`src/rtl/button_pulser.sv`:
```
// ============================================================================
// Module   : button_pulser
// Purpose  : Synchronises and debounces a push-button and turns each press
//            into a one-cycle count request, with optional auto-repeat.
// Revision : 1.0 - initial release
// ============================================================================
`default_nettype none

module button_pulser #(
  parameter int STABLE_CYCLES = 4,
  parameter int REPEAT_DELAY  = 16,
  parameter int REPEAT_PERIOD = 8
) (
  input  logic clk,
  input  logic rst,
  input  logic btn_in,
  output logic pulse,
  output logic btn_level
);

  // A delay of 1 would put the first repeat right after the press pulse,
  // so it is stretched to 2 to keep pulses non-adjacent.
  localparam int DELAY_EFF = (REPEAT_DELAY == 1) ? 2 : REPEAT_DELAY;
  localparam int TMR_MAX   = (DELAY_EFF > REPEAT_PERIOD) ? DELAY_EFF : REPEAT_PERIOD;
  localparam int DB_W      = (STABLE_CYCLES > 1) ? $clog2(STABLE_CYCLES) : 1;
  localparam int TMR_W     = (TMR_MAX > 1) ? $clog2(TMR_MAX) : 1;

  localparam logic [DB_W-1:0]  DB_LAST     = DB_W'(STABLE_CYCLES - 1);
  localparam logic [TMR_W-1:0] DELAY_LAST  = TMR_W'((DELAY_EFF > 0) ? DELAY_EFF - 1 : 0);
  localparam logic [TMR_W-1:0] PERIOD_LAST = TMR_W'(REPEAT_PERIOD - 1);

  localparam logic [1:0] ST_IDLE   = 2'd0;
  localparam logic [1:0] ST_HOLD   = 2'd1;
  localparam logic [1:0] ST_REPEAT = 2'd2;

  logic             sync1_q;
  logic             btn_s_q;
  logic             deb_q,    deb_d;
  logic [DB_W-1:0]  db_cnt_q, db_cnt_d;
  logic             lvl_q;
  logic [1:0]       state_q,  state_d;
  logic [TMR_W-1:0] tmr_q,    tmr_d;
  logic             pulse_q,  pulse_d;
  logic             w_rise;
  logic             w_fall;

  always_comb begin
    deb_d    = deb_q;
    db_cnt_d = '0;
    if (btn_s_q != deb_q) begin
      if (db_cnt_q == DB_LAST) begin
        deb_d = ~deb_q;
      end else begin
        db_cnt_d = db_cnt_q + 1'b1;
      end
    end
  end

  // Edges of the debounced level against its registered copy; the copy is
  // the visible btn_level, so pulse and btn_level change in the same cycle.
  assign w_rise = deb_q & ~lvl_q;
  assign w_fall = ~deb_q & lvl_q;

  always_comb begin
    state_d = state_q;
    tmr_d   = tmr_q;
    pulse_d = 1'b0;
    case (state_q)
      ST_IDLE: begin
        tmr_d = '0;
        if (w_rise) begin
          state_d = ST_HOLD;
          pulse_d = 1'b1;
        end
      end
      ST_HOLD: begin
        if (w_fall) begin
          state_d = ST_IDLE;
          tmr_d   = '0;
        end else if (DELAY_EFF != 0) begin
          if (tmr_q == DELAY_LAST) begin
            state_d = ST_REPEAT;
            tmr_d   = '0;
            pulse_d = 1'b1;
          end else begin
            tmr_d = tmr_q + 1'b1;
          end
        end
      end
      ST_REPEAT: begin
        if (w_fall) begin
          state_d = ST_IDLE;
          tmr_d   = '0;
        end else if (tmr_q == PERIOD_LAST) begin
          tmr_d   = '0;
          pulse_d = 1'b1;
        end else begin
          tmr_d = tmr_q + 1'b1;
        end
      end
      default: begin
        state_d = ST_IDLE;
        tmr_d   = '0;
      end
    endcase
  end

  always_ff @(posedge clk) begin
    if (rst) begin
      sync1_q  <= 1'b0;
      btn_s_q  <= 1'b0;
      deb_q    <= 1'b0;
      db_cnt_q <= '0;
      lvl_q    <= 1'b0;
      state_q  <= ST_IDLE;
      tmr_q    <= '0;
      pulse_q  <= 1'b0;
    end else begin
      sync1_q  <= btn_in;
      btn_s_q  <= sync1_q;
      deb_q    <= deb_d;
      db_cnt_q <= db_cnt_d;
      lvl_q    <= deb_q;
      state_q  <= state_d;
      tmr_q    <= tmr_d;
      pulse_q  <= pulse_d;
    end
  end

  assign pulse     = pulse_q;
  assign btn_level = lvl_q;

endmodule

`default_nettype wire

```
`config.mk`:
```
export PLATFORM = sky130hd
export DESIGN_NAME = button_pulser
export DESIGN_NICKNAME = d
export VERILOG_FILES = /design/src/rtl/button_pulser.sv
export SDC_FILE = /design/constraint.sdc
export NUM_CORES = 1
export LEC_CHECK = 0
export ABC_AREA = 1
export CAP_MARGIN = 20
export CORE_MARGIN = 3
export CORE_UTILIZATION = 40
export DETAILED_ROUTE_END_ITERATION = 10
export GPL_ROUTABILITY_DRIVEN = 0
export PLACE_DENSITY = 0.61
export SYNTH_ARGS = -nofsm -noshare
export SYNTH_HDL_FRONTEND = slang
export SYNTH_SLANG_ARGS = --single-unit
```
`constraint.sdc`:
```
create_clock -name clk -period 2.4 [get_ports clk]
set_clock_uncertainty 0.1 [all_clocks]
set_input_delay 0.48 -clock clk [delete_from_list [all_inputs] [get_ports clk]]
set_output_delay 0.48 -clock clk [all_outputs]
set_load 0.005 [all_outputs]
```
==> run metrics, run 1 <==
status finished, final reports clean; CTS resizes 0; clk buf depth 2; Root Buffer clkbuf_4; Final Setup Violations 0; port bufs 4; initial antenna violation count 0; worst min-delay path category reg2reg; fin util 0.510; Area Overhead vs Synth 14.1%; Pwr per Cell Area between 500 and 600 nW/um2; post-DR wirelength/cell around 10 um; Max transition margin 0.842; All-Layer GR Usage 0.125; kind of critical path reg2out; Final WS setup about 550 ps; Flop pwr share 0.564; Pre-antenna DRT Iters 4; # rows 13; Static Leakage about 0.28 nW; DRC viols 0; switching pwr about 98 uW; crit-path cells clkdlybuf4s50_1; Startpoint Class flop; FF+latch count, synth 13; final hold violations 0; Final Critical Period 1850 ps; Routed Wire Length about 1000 um; Req. time, crit path between 1500 and 2000 ps; Die W around 45 um; setup bufs post-CTS 0; final antenna-violating net count 0; first-pass GRT wire length between 1500 and 2000 um; Max Cap Violations 0; Yosys warnings 0; I/O pins 5; worst skew pair latency around 270 ps; post-synth cell types 20; most frequent cells in the layout dfxtp_1 (13), nor2_1 (12), inv_1 (8), nand3_1 (7), ha_1 (6); f_max 540 MHz; CTS buffer count 3; syn avg cell area 8.60 um2; Synth Cell Area approximately 610 um2; Post-Syn Nets 80; Via density 4.82; setup TNS 0 ps; die area approximately 2000 um2; Worst EP arrival between 1000 and 1500 ps; fraction of layout cells with a size suffix above 1 0.203; Place WS around 750 ps; CTS Hold Buffers Added 0; Clock Sinks 13; Synth Instances between 70 and 80; core area between 1000 and 1500 um2; initial core utilization 0.447; vias in the first global route 407; switching fraction of total power 0.248; post-synthesis sequential area ratio 0.426; Final period util 0.772; DP Wirelength 771 um; vias post-DR approximately 450; slowest stage delay, CP roughly 540 ps; DIE HEIGHT 45.1 um; fin. max-slew vios 0; internal power 299 uW; CP endpoint kind primary output; largest net degree at the start of global routing 9; WP buf/inv 1; drt initial violations 4; total gr overflow 0; Peak VDD IR ~300 uV; clock group share of total power 0.334; CTS tree done; Crit-path slowest cell clkdlybuf4s50_1; unrepaired setup endpoints after global routing no; # nets final around 90; clock slew at the register clock pins of the worst setup and hold paths ~80 ps; Combinational Power Share 0.102; H-tree depth 1; layout filler cell count roughly 140; most common cell after layout, fill and taps aside dfxtp_1; Worst Max-Slew Pin Slew between 200 and 250 ps; diode count 0; Worst Path Max Fanout 4; Top delay family on crit path buffers and inverters
[logic make-up (layout without fill, tap and decap cells)]
family	Yosys count	in the layout	synth area share
adder cells (fa/ha/maj)	6	6	0.123
AND/OR/NAND/NOR	32	32	0.270
flip-flops	13	13	0.426
buffers and inverters	10	18	0.0615
XOR/XNOR	1	1	0.0143
AO/OA/AOI/OAI	9	9	0.105
[sequential cells by signal (all words and copies together), names as in the netlist]
| register | count |
|---|---|
| btn_level | 1 |
| btn_s_q | 1 |
| db_cnt_q | 2 |
| deb_q | 1 |
| pulse | 1 |
| state_q | 2 |
| sync1_q | 1 |
| tmr_q | 4 |
[final timing paths]
kind | start | to | slack [ps] | depth (start not counted)
setup / recovery | btn_level$_SDFF_PP0_ | btn_level | 550 | 1
hold / removal | sync1_q$_SDFF_PP0_ | btn_s_q$_SDFF_PP0_ | 320 | 2
setup reg to reg | state_q[0]$_SDFFE_PP0P_ | state_q[0]$_SDFFE_PP0P_ | 1080 | 8
hold reg to reg | sync1_q$_SDFF_PP0_ | btn_s_q$_SDFF_PP0_ | 320 | 2
[power by group through the flow]
stage	Sequential, mW	Clock, mW	Combinational, mW
after detailed placement	0.229	0	0.0406
after global placement	0.229	0	0.0403
after CTS	0.224	0.140	0.0409
final	0.224	0.133	0.0405
after floorplan	0.228	0	0.0303
after global routing	0.225	0.152	0.0464
[synth_stat cells]
master,n,share of area
o211ai_1,1,0.012
nand3_2,2,0.033
nand2_1,5,0.031
nor3_1,1,0.0082
a21oi_2,1,0.014
ha_1,6,0.12
o21ai_2,2,0.029
a211oi_1,1,0.012
or2_2,1,0.010
o31ai_1,1,0.012
nand2_2,1,0.010
nor2_1,12,0.074
nand2_4,2,0.037
inv_2,2,0.012
xor2_1,1,0.014
a21oi_1,3,0.025
dfxtp_1,13,0.43
nor2_2,1,0.010
nand3_1,7,0.057
inv_1,8,0.049
[through the flow]
stage	cell area (um2)	instances	hold slack [ps]	total power, mW
detailed placement	669	90	312	0.269
finish	697	94	317	0.397
floorplan	611	71	288	0.258
CTS	697	94	325	0.404
global placement	669	90	312	0.269
global route	697	94	348	0.424
[cell type report]
| type | instances | area, um2 | share of cell area |
|---|---|---|---|
| clock buffer | 3 | 22.5 | 0.0323 |
| clock inverter | 1 | 5.00 | 0.00718 |
| inverter | 10 | 37.5 | 0.0539 |
| multi-input combinational | 48 | 313 | 0.449 |
| sequential | 13 | 260 | 0.373 |
| tap | 15 | 18.8 | 0.0269 |
| timing repair buffer | 4 | 40.0 | 0.0575 |
[layer usage]
layer	GRT usage	share of wire	vias up
li1	-	-	245
met1	0.165	0.50	200
met2	0.164	0.45	6
met3	0.0717	0.045	2
met4	0.0526	0.0092	0
met5	0	0	-
(Power assumes the default switching activity.)
==> inputs of run 2 (changes only) <==
Settings changed: PLACE_DENSITY 0.61 to 0.63.
Clock period 2.4 ns to 1.7 ns, I/O delays scaled along.
==> run metrics, run 2 (synthesis results as in run 1) <==
status finished, final reports clean; CTS resizes 1; FF-to-FF path depth 8; Inst Count DP 91; Pwr per Cell Area ~800 nW/um2; Pre-antenna DRT Iters 4; Final Setup Violations 0; DIE HEIGHT about 45 um; Startpoint Class flop; hold_ws between 300 and 400 ps; Req. time, crit path around 1300 ps; CTS buffer count 3; clock slew at the register clock pins of the worst setup and hold paths about 70 ps; Worst EP arrival 1170 ps; Top reg by flops tmr_q; DRC viols 0; placed inst area 677 um2; Combinational Power Share 0.105; Hold Crit Start sync1_q$_SDFF_PP0_; CP endpoint kind primary output; fraction of layout cells with a size suffix above 1 0.213; clk buf depth 2; # nets final 90; # rows 13; DP Wirelength 729 um; vias in the first global route ~420; Crit-path slowest cell clkdlybuf4s50_1; fin. max-slew vios 0; Hold Path Stages 2; clock group share of total power 0.336; H-tree depth 1; RR Startpoint state_q[0]$_SDFFE_PP0P_; largest net degree at the start of global routing 8; Die W about 45 um; Routed Wire Length about 960 um; initial core utilization 0.447; Largest register FFs 4; Worst Path Max Fanout 4; RR Endpoint state_q[0]$_SDFFE_PP0P_; crit-path cells clkdlybuf4s50_1; die area 2030 um2; CTS Hold Buffers Added 0; Worst Hold End btn_s_q$_SDFF_PP0_; biggest regs tmr_q: 4 flops, db_cnt_q: 2 flops, state_q: 2 flops; final instance area between 700 and 800 um2; total gr overflow 0; layout filler cell count 143; worst min-delay path category reg2reg; Place WS approximately 290 ps; f_max around 620 MHz; kind of critical path reg2out; diode count 0; Via density approximately 5; switching pwr roughly 140 uW; CTS tree done; worst skew pair latency roughly 280 ps; Clock Sinks 13; core area around 1400 um2; vias post-DR roughly 460; first-pass GRT wire length 1670 um; port bufs 4; WP buf/inv 1; Worst R2R Setup Slack approximately 420 ps; Area Overhead vs Synth 15.4%; setup bufs post-CTS 0; Flop pwr share 0.560; initial antenna violation count 0; Max transition margin 0.873; I/O pins 5; switching fraction of total power 0.243; Non-Filler Instances 95; drt initial violations 8; setup TNS 0 ps; post-DR wirelength/cell 10.1 um; unrepaired setup endpoints after global routing no; Final WS setup about 90 ps; Final period util 0.946; Final Critical Period roughly 1600 ps; slowest stage delay, CP ~500 ps; All-Layer GR Usage 0.118; Max Cap Violations 0; final hold violations 0; Worst Max-Slew Pin Slew 190 ps; final antenna-violating net count 0; Peak VDD IR 393 uV; Top delay family on crit path buffers and inverters; most frequent cells in the layout nor2_1 (12), dfxtp_1 (12), inv_1 (8), nand3_1 (7), ha_1 (6); Root Buffer clkbuf_4; internal power around 430 uW; Static Leakage approximately 0.29 nW
[run 2: cell count changes in the layout (fill, tap and decap cells not counted)]
cell      delta
dfxtp_1      -1
clkbuf_1     +1
buf_4        +1
clkinv_2     -1
dfxtp_2      +1
[run 2: how the worst max path moves through the flow]
stage                                 start                 endpoint  cells after the start
floorplan           state_q[0]$_SDFFE_PP0P_  state_q[0]$_SDFFE_PP0P_                      8
global placement       btn_level$_SDFF_PP0_                btn_level                      1
detailed placement                      rst      tmr_q[2]$_SDFF_PP0_                      4
CTS                    btn_level$_SDFF_PP0_                btn_level                      1
global route           btn_level$_SDFF_PP0_                btn_level                      1
finish                 btn_level$_SDFF_PP0_                btn_level                      1
[run 2: per-stage QoR]
stage / util / power [mW]
after floorplan: - / 0.364
after global placement: 0.495 / 0.380
after detailed placement: 0.495 / 0.381
after CTS: 0.516 / 0.569
after global routing: 0.516 / 0.593
final: 0.516 / 0.563
[run 2: metal layers]
metal,vias up,routed length (um),global-route usage
li1,248,-,-
met1,202,487,0.147
met2,8,392,0.178
met3,5,47,0.0359
met4,0,29,0.0702
met5,-,0,0
[run 2: worst min-delay path, cell delays in order (launching register included)]
cell	delay [ps]
dfxtp_1	300
inv_1	40
nor2_1	30
[run 2: final cells by class]
cell class | instances | area, um2 | area share
multi-input cells | 48 | 313 | 0.444
flip-flops and latches | 13 | 262 | 0.371
repair buffers | 5 | 47.5 | 0.0675
inverters | 10 | 37.5 | 0.0533
clock buffers | 4 | 26.3 | 0.0373
well taps | 15 | 18.8 | 0.0266
[run 2: power by group through the flow]
stage	logic, mW	registers, mW	clock network, mW
6_report	0.0591	0.315	0.189
3_3_place_gp	0.0580	0.322	0
2_1_floorplan	0.0428	0.322	0
4_1_cts	0.0593	0.315	0.194
5_1_grt	0.0685	0.316	0.208
3_5_place_dp	0.0584	0.323	0
